[src/rtl/core_inst_queue_pkg.sv]
// Types and helpers shared by the instruction queue and decode.
// An entry holds {pc[31:2], inst}; the BPU side-band is appended by the queue.
package core_inst_queue_pkg;

    localparam int INST_W  = 32;
    localparam int N_SLOTS = 2;

    typedef struct packed {
        logic [29:0]       pc;
        logic [INST_W-1:0] inst;
    } inst_core_t;

    // Word-granular PC of a slot inside an aligned 8-byte fetch packet.
    function automatic logic [29:0] slot_pc(input logic [31:0] vpc, input logic slot);
        return {vpc[31:3], slot};
    endfunction

    function automatic logic [1:0] popcount2(input logic [1:0] v);
        return {1'b0, v[0]} + {1'b0, v[1]};
    endfunction

endpackage

[src/rtl/core_inst_queue_mpfifo.sv]
// Generic circular FIFO accepting 0..2 writes and retiring 0..2 reads per cycle.
// Latency 1 cycle (no bypass); caller guarantees push/pop counts fit the free space / occupancy.
module core_mpfifo_2w2r #(
    parameter int WIDTH = 8,
    parameter int DEPTH = 8,
    localparam int AW   = $clog2(DEPTH),
    localparam int CW   = AW + 1
) (
    input  logic                   clk,
    input  logic                   rst,
    input  logic                   clr_i,
    input  logic [1:0]             push_cnt_i,
    input  logic [1:0][WIDTH-1:0]  wdata_i,
    input  logic [1:0]             pop_cnt_i,
    output logic [1:0][WIDTH-1:0]  rdata_o,
    output logic [CW-1:0]          count_o
);

    logic [WIDTH-1:0] mem_q [DEPTH];
    logic [AW-1:0]    head_q, head_d, head_p1;
    logic [AW-1:0]    tail_q, tail_d, tail_p1;
    logic [CW-1:0]    count_q, count_d;

    always_comb begin
        head_p1 = head_q + AW'(1);
        tail_p1 = tail_q + AW'(1);
        head_d  = head_q + AW'(pop_cnt_i);
        tail_d  = tail_q + AW'(push_cnt_i);
        count_d = count_q + CW'(push_cnt_i) - CW'(pop_cnt_i);
    end

    always_ff @(posedge clk) begin
        if (rst || clr_i) begin
            head_q  <= '0;
            tail_q  <= '0;
            count_q <= '0;
        end else begin
            head_q  <= head_d;
            tail_q  <= tail_d;
            count_q <= count_d;
        end
    end

    always_ff @(posedge clk) begin
        if (!rst && !clr_i) begin
            if (push_cnt_i != 2'd0) mem_q[tail_q]  <= wdata_i[0];
            if (push_cnt_i == 2'd2) mem_q[tail_p1] <= wdata_i[1];
        end
    end

    assign rdata_o[0] = mem_q[head_q];
    assign rdata_o[1] = mem_q[head_p1];
    assign count_o    = count_q;

endmodule

[src/rtl/core_inst_queue.sv]
// Fetch-to-decode decoupling queue: compacts 2-slot fetch packets into per-instruction entries.
// Output valid the cycle after push; ready_o comes only from registered occupancy (needs 2 free slots).
module core_inst_queue
    import core_inst_queue_pkg::*;
#(
    parameter int DEPTH               = 8,
    parameter int ATTACHED_INFO_WIDTH = 32
) (
    input  logic                                clk,
    input  logic                                rst,
    input  logic                                clr_i,
    input  logic [1:0]                          valid_i,
    input  logic [31:0]                         vpc_i,
    input  logic [1:0][31:0]                    inst_i,
    input  logic [ATTACHED_INFO_WIDTH-1:0]      attached_i,
    output logic                                ready_o,
    output logic [1:0]                          valid_o,
    output logic [1:0][31:0]                    pc_o,
    output logic [1:0][31:0]                    inst_o,
    output logic [1:0][ATTACHED_INFO_WIDTH-1:0] attached_o,
    input  logic                                ready_i
);

    localparam int EW = $bits(inst_core_t) + ATTACHED_INFO_WIDTH;
    localparam int CW = $clog2(DEPTH) + 1;

    logic [1:0][EW-1:0]  wdata, rdata;
    logic [1:0]          push_cnt, pop_cnt;
    logic [CW-1:0]       count;
    inst_core_t [1:0]    wr_core, rd_core;
    logic                push_fire;
    logic                unused_vpc_lo;

    assign unused_vpc_lo = ^vpc_i[2:0];

    assign ready_o   = (count <= CW'(DEPTH - 2));
    assign valid_o   = {count >= CW'(2), count != '0};
    assign push_fire = ready_o && (|valid_i) && !clr_i;
    assign push_cnt  = push_fire ? popcount2(valid_i) : 2'd0;
    assign pop_cnt   = (ready_i && !clr_i) ? popcount2(valid_o) : 2'd0;

    always_comb begin
        wr_core[0] = '{pc: slot_pc(vpc_i, 1'b0), inst: inst_i[0]};
        wr_core[1] = '{pc: slot_pc(vpc_i, 1'b1), inst: inst_i[1]};
        wdata[0]   = {wr_core[0], attached_i};
        wdata[1]   = {wr_core[1], attached_i};
        // A lone slot1 instruction is compacted into the first write port.
        if (valid_i == 2'b10) wdata[0] = {wr_core[1], attached_i};
    end

    core_mpfifo_2w2r #(
        .WIDTH (EW),
        .DEPTH (DEPTH)
    ) u_fifo (
        .clk        (clk),
        .rst        (rst),
        .clr_i      (clr_i),
        .push_cnt_i (push_cnt),
        .wdata_i    (wdata),
        .pop_cnt_i  (pop_cnt),
        .rdata_o    (rdata),
        .count_o    (count)
    );

    for (genvar k = 0; k < 2; k++) begin : g_out
        assign {rd_core[k], attached_o[k]} = rdata[k];
        assign pc_o[k]   = {rd_core[k].pc, 2'b00};
        assign inst_o[k] = rd_core[k].inst;
    end

`ifndef SYNTHESIS
    always_ff @(posedge clk) begin
        if (!rst) begin
            assert (count <= CW'(DEPTH));
            assert (push_cnt == 2'd0 || ready_o);
            assert (valid_o != 2'b10);
        end
    end
`endif

endmodule

[config.mk]
export PLATFORM = sky130hd
export DESIGN_NAME = core_inst_queue
export DESIGN_NICKNAME = d
export VERILOG_FILES = /design/src/rtl/core_inst_queue_pkg.sv /design/src/rtl/core_inst_queue_mpfifo.sv /design/src/rtl/core_inst_queue.sv
export SDC_FILE = /design/constraint.sdc
export NUM_CORES = 2
export LEC_CHECK = 0
export ABC_AREA = 1
export BUFFER_PORTS_ARGS = -buffer_cell sky130_fd_sc_hd__buf_4
export CAP_MARGIN = 30
export CORE_MARGIN = 4
export CORE_UTILIZATION = 40
export DETAILED_ROUTE_END_ITERATION = 10
export GPL_ROUTABILITY_DRIVEN = 0
export SETUP_SLACK_MARGIN = 0.15
export SLEW_MARGIN = 20
export SYNTH_ARGS = -nofsm -noshare
export SYNTH_HDL_FRONTEND = slang
export SYNTH_SLANG_ARGS = --single-unit
[constraint.sdc]
create_clock -name clk -period 9.1 [get_ports clk]
set_clock_uncertainty 0.15 [all_clocks]
set_input_delay 1.82 -clock clk [delete_from_list [all_inputs] [get_ports clk]]
set_output_delay 1.82 -clock clk [all_outputs]
set_load 0.01 [all_outputs]
==> impl_results.md <==
- Num CTS Buffers: 86
- Hold slack: 0.316 ns
- Clk buf depth: 3
- Via density: 6.18
- Filler Cell Count: 10,200
- Cells along the critical path: ha_4 -> inv_6 -> buf_4 -> buf_16 -> a21oi_1 -> o21ai_0 -> nand2_1 -> nor2_1 -> a31oi_1 -> buf_4
- CP Max Fanout: 70
- Finished Cell Area: 48,900 um2
- Drt pass-1 iters: 7
- Period utilisation layout: 74.0%
- # port buffers: 321
- Placed Cells incl. Taps: 6,356
- Crit path time final: 6.74 ns
- Area growth syn-to-layout: 13.7%
- Post-synthesis cell count: 5,035
- Fmax: 148 MHz
- Die Wd: 336 um
- Initial Util: 40.3%
- Cts repair resizes: 0
- Die Y-Extent: 336 um
- Setup bufs post-CTS: 0
- Netlist cell types: 40
- DP Wirelength: 86.7 mm
- Top FF cell, synth: edfxtp_1
- H-tree levels: 3
- Sum of negative setup slack: 0 ns
- HP Class: reg2reg
- Total GRT Usage: 28.2%
- Total power: 9790 uW
- Root Driver: clkbuf_16
- Initial antenna violation count: 2
- Via count: 40,300
- Vias in the first global route: 36,900
- Critical path type: reg2out
- Slew headroom: 29.1%
- Post-DP Area: 46,100 um2
- PD cells: 200 nW/um2
- DRC: 0
- Worst-Skew Late Latency: 0.66 ns
- Met3 usage in global routing: 4.10%
- CP Launch Type: flop
- Final hold viol count: 0
- Total Wirelength: 167 mm
- Number of DRC markers in iteration 0: 5,166
- Sequential area share after synthesis: 52.7%
- Most used cell, CP: buf_4
- Worst Reg-to-Reg Cells: 8
- # clock sinks: 762
- Hold depth: 2
- Final #Nets: 5,200
- Post-route ant nets: 0
- Cell Area, Synth: 43,000 um2
- Critical Path Max Stage Delay: 0.93 ns
- Crit path depth: 10
- Core area: 107,000 um2
- Flops & latches, synth: 762
- Final setup viols: 0
- Fin. max-slew vios: 0
- GRT Max-Usage Layer: met2
- Worst EP arrival: 4.77 ns
- Wire per inst: 25.6 um
- Number of enable flip-flop cells after synthesis: 744
- Crit path buf inv count: 4
- Ys Warns: 0
- Met1 Use GR: 38.3%
- Leakage: 0.0174 uW
- CP Capture Type: output port
- Ys async rst share: 0%
- IO Pins: 329
- Peak supply drop: 0.133 mV
- Share of layout cells above drive strength 1: 10.9%
- Gr ovfl total: 0
- M2 GR Usage: 44.8%
- Max stage delay cell, worst path: dfxtp_4
- Max-cap viol count: 0
- Clk slew on worst S/H paths: 0.06 ns
- Syn_area_per_cell: 8.55 um2
- First-pass GRT wire length: 238 mm
- Status: finished clean
- Pin count of the biggest net entering global routing: 263
- CP top delay family: buffers and inverters
- Rows: 120
- Die area: 113,000 um2
- Layout Cells excl Fill: 6,517
- Slew @ Worst Pin: 1.06 ns
- RSZ-0062 raised after global routing: false
- # hold bufs at CTS: 0
- TritonCTS clock tree: yes
- CP required: 7.13 ns
-- path summary, 6_finish.rpt --
path | startpoint | to | slack, ns
worst max-delay path | u_fifo.head_q[1] | pc_o[34] | 2.36
worst min-delay path | u_fifo.mem_q[4][64] | u_fifo.mem_q[4][64] | 0.32
worst max register to register | u_fifo.tail_q[0] | u_fifo.mem_q[6][66] | 4.19
worst min register to register | u_fifo.mem_q[4][64] | u_fifo.mem_q[4][64] | 0.32
-- state kept, by name, indices dropped and copies added (netlist names) --
name            flops
u_fifo.count_o      4
u_fifo.tail_q       3
u_fifo.head_q       3
u_fifo.mem_q      752
-- per-stage QoR --
step / setup slack [ns] / util (%)
after global routing: 2.31 / 45.8
final: 2.36 / 45.8
after CTS: 2.44 / 45.6
after floorplan: 3.64 / -
after detailed placement: 2.82 / 43.2
after global placement: 2.83 / 42.9
-- cell usage after synthesis (all sizes together) (18+ instances only) --
cell | instances | area (um2)
clkbuf | 226 | 848
a21oi | 961 | 4820
o211ai | 94 | 706
o22ai | 143 | 957
nand3 | 91 | 488
dfxtp | 18 | 360
nor2 | 531 | 2010
edfxtp | 744 | 22300
nand2 | 500 | 1890
buf | 243 | 1270
o21ai | 811 | 4060
inv | 431 | 1620
a31oi | 188 | 1180
-- layer usage --
layer	vias up	routed length [um]
li1	17900	-
met1	19400	66500
met2	2500	75600
met3	419	17300
met4	2	7330
met5	-	20
-- worst register-to-register path: cells and delay by family, from the launching register on --
kind | cells | cell delay (ns)
buffers and inverters | 1 | 0.52
flip-flops | 1 | 0.73
adder cells (fa/ha/maj) | 1 | 0.30
AND/OR/NAND/NOR | 6 | 2.86
-- power by group --
part           internal (uW)  switching (uW)  leakage, uW
clock                   1900            1470      0.00128
combinational            886            1660      0.00973
sequential              3830            36.3      0.00636
-- layout by cell type, fill, tap and decap left out, drive strengths merged --
cell type and count:
nand3 91, bufinv 5, dfxtp 18, fa 4, nor2 531, ha 14, and2 1, a21oi 961
nor3b 1, buf 391, clkbuf 108, inv 436, a31oi 188, nor3 8, conb 4, xor2 3
nand2 500, o21a 3, o211ai 94, nand4 14, o22ai 143, clkinvlp 1, or2 1, edfxtp 744
o21ai 811, clkinv 37, diode 1, xnor2 1
-- cells by family after synthesis --
family	Yosys count	synth area share (%)
compound gates	2200	27.3
fa+ha+maj	18	0.593
buf+inv	903	8.71
other cells	1	0.00871
xor+xnor	4	0.0814
flops	762	52.7
simple gates	1147	10.6
-- layout make-up --
type / instances / area (um2) / area share [%]
timing repair buffer: 391 / 3290 / 6.73
sequential: 762 / 22700 / 46.4
inverter: 434 / 1650 / 3.37
clock inverter: 45 / 344 / 0.703
clock buffer: 108 / 2280 / 4.65
tap: 1403 / 1760 / 3.59
multi-input combinational: 3373 / 16900 / 34.5
antenna: 1 / 2.50 / 0.00511
No activity file was read; power rests on OpenSTA's default activity.
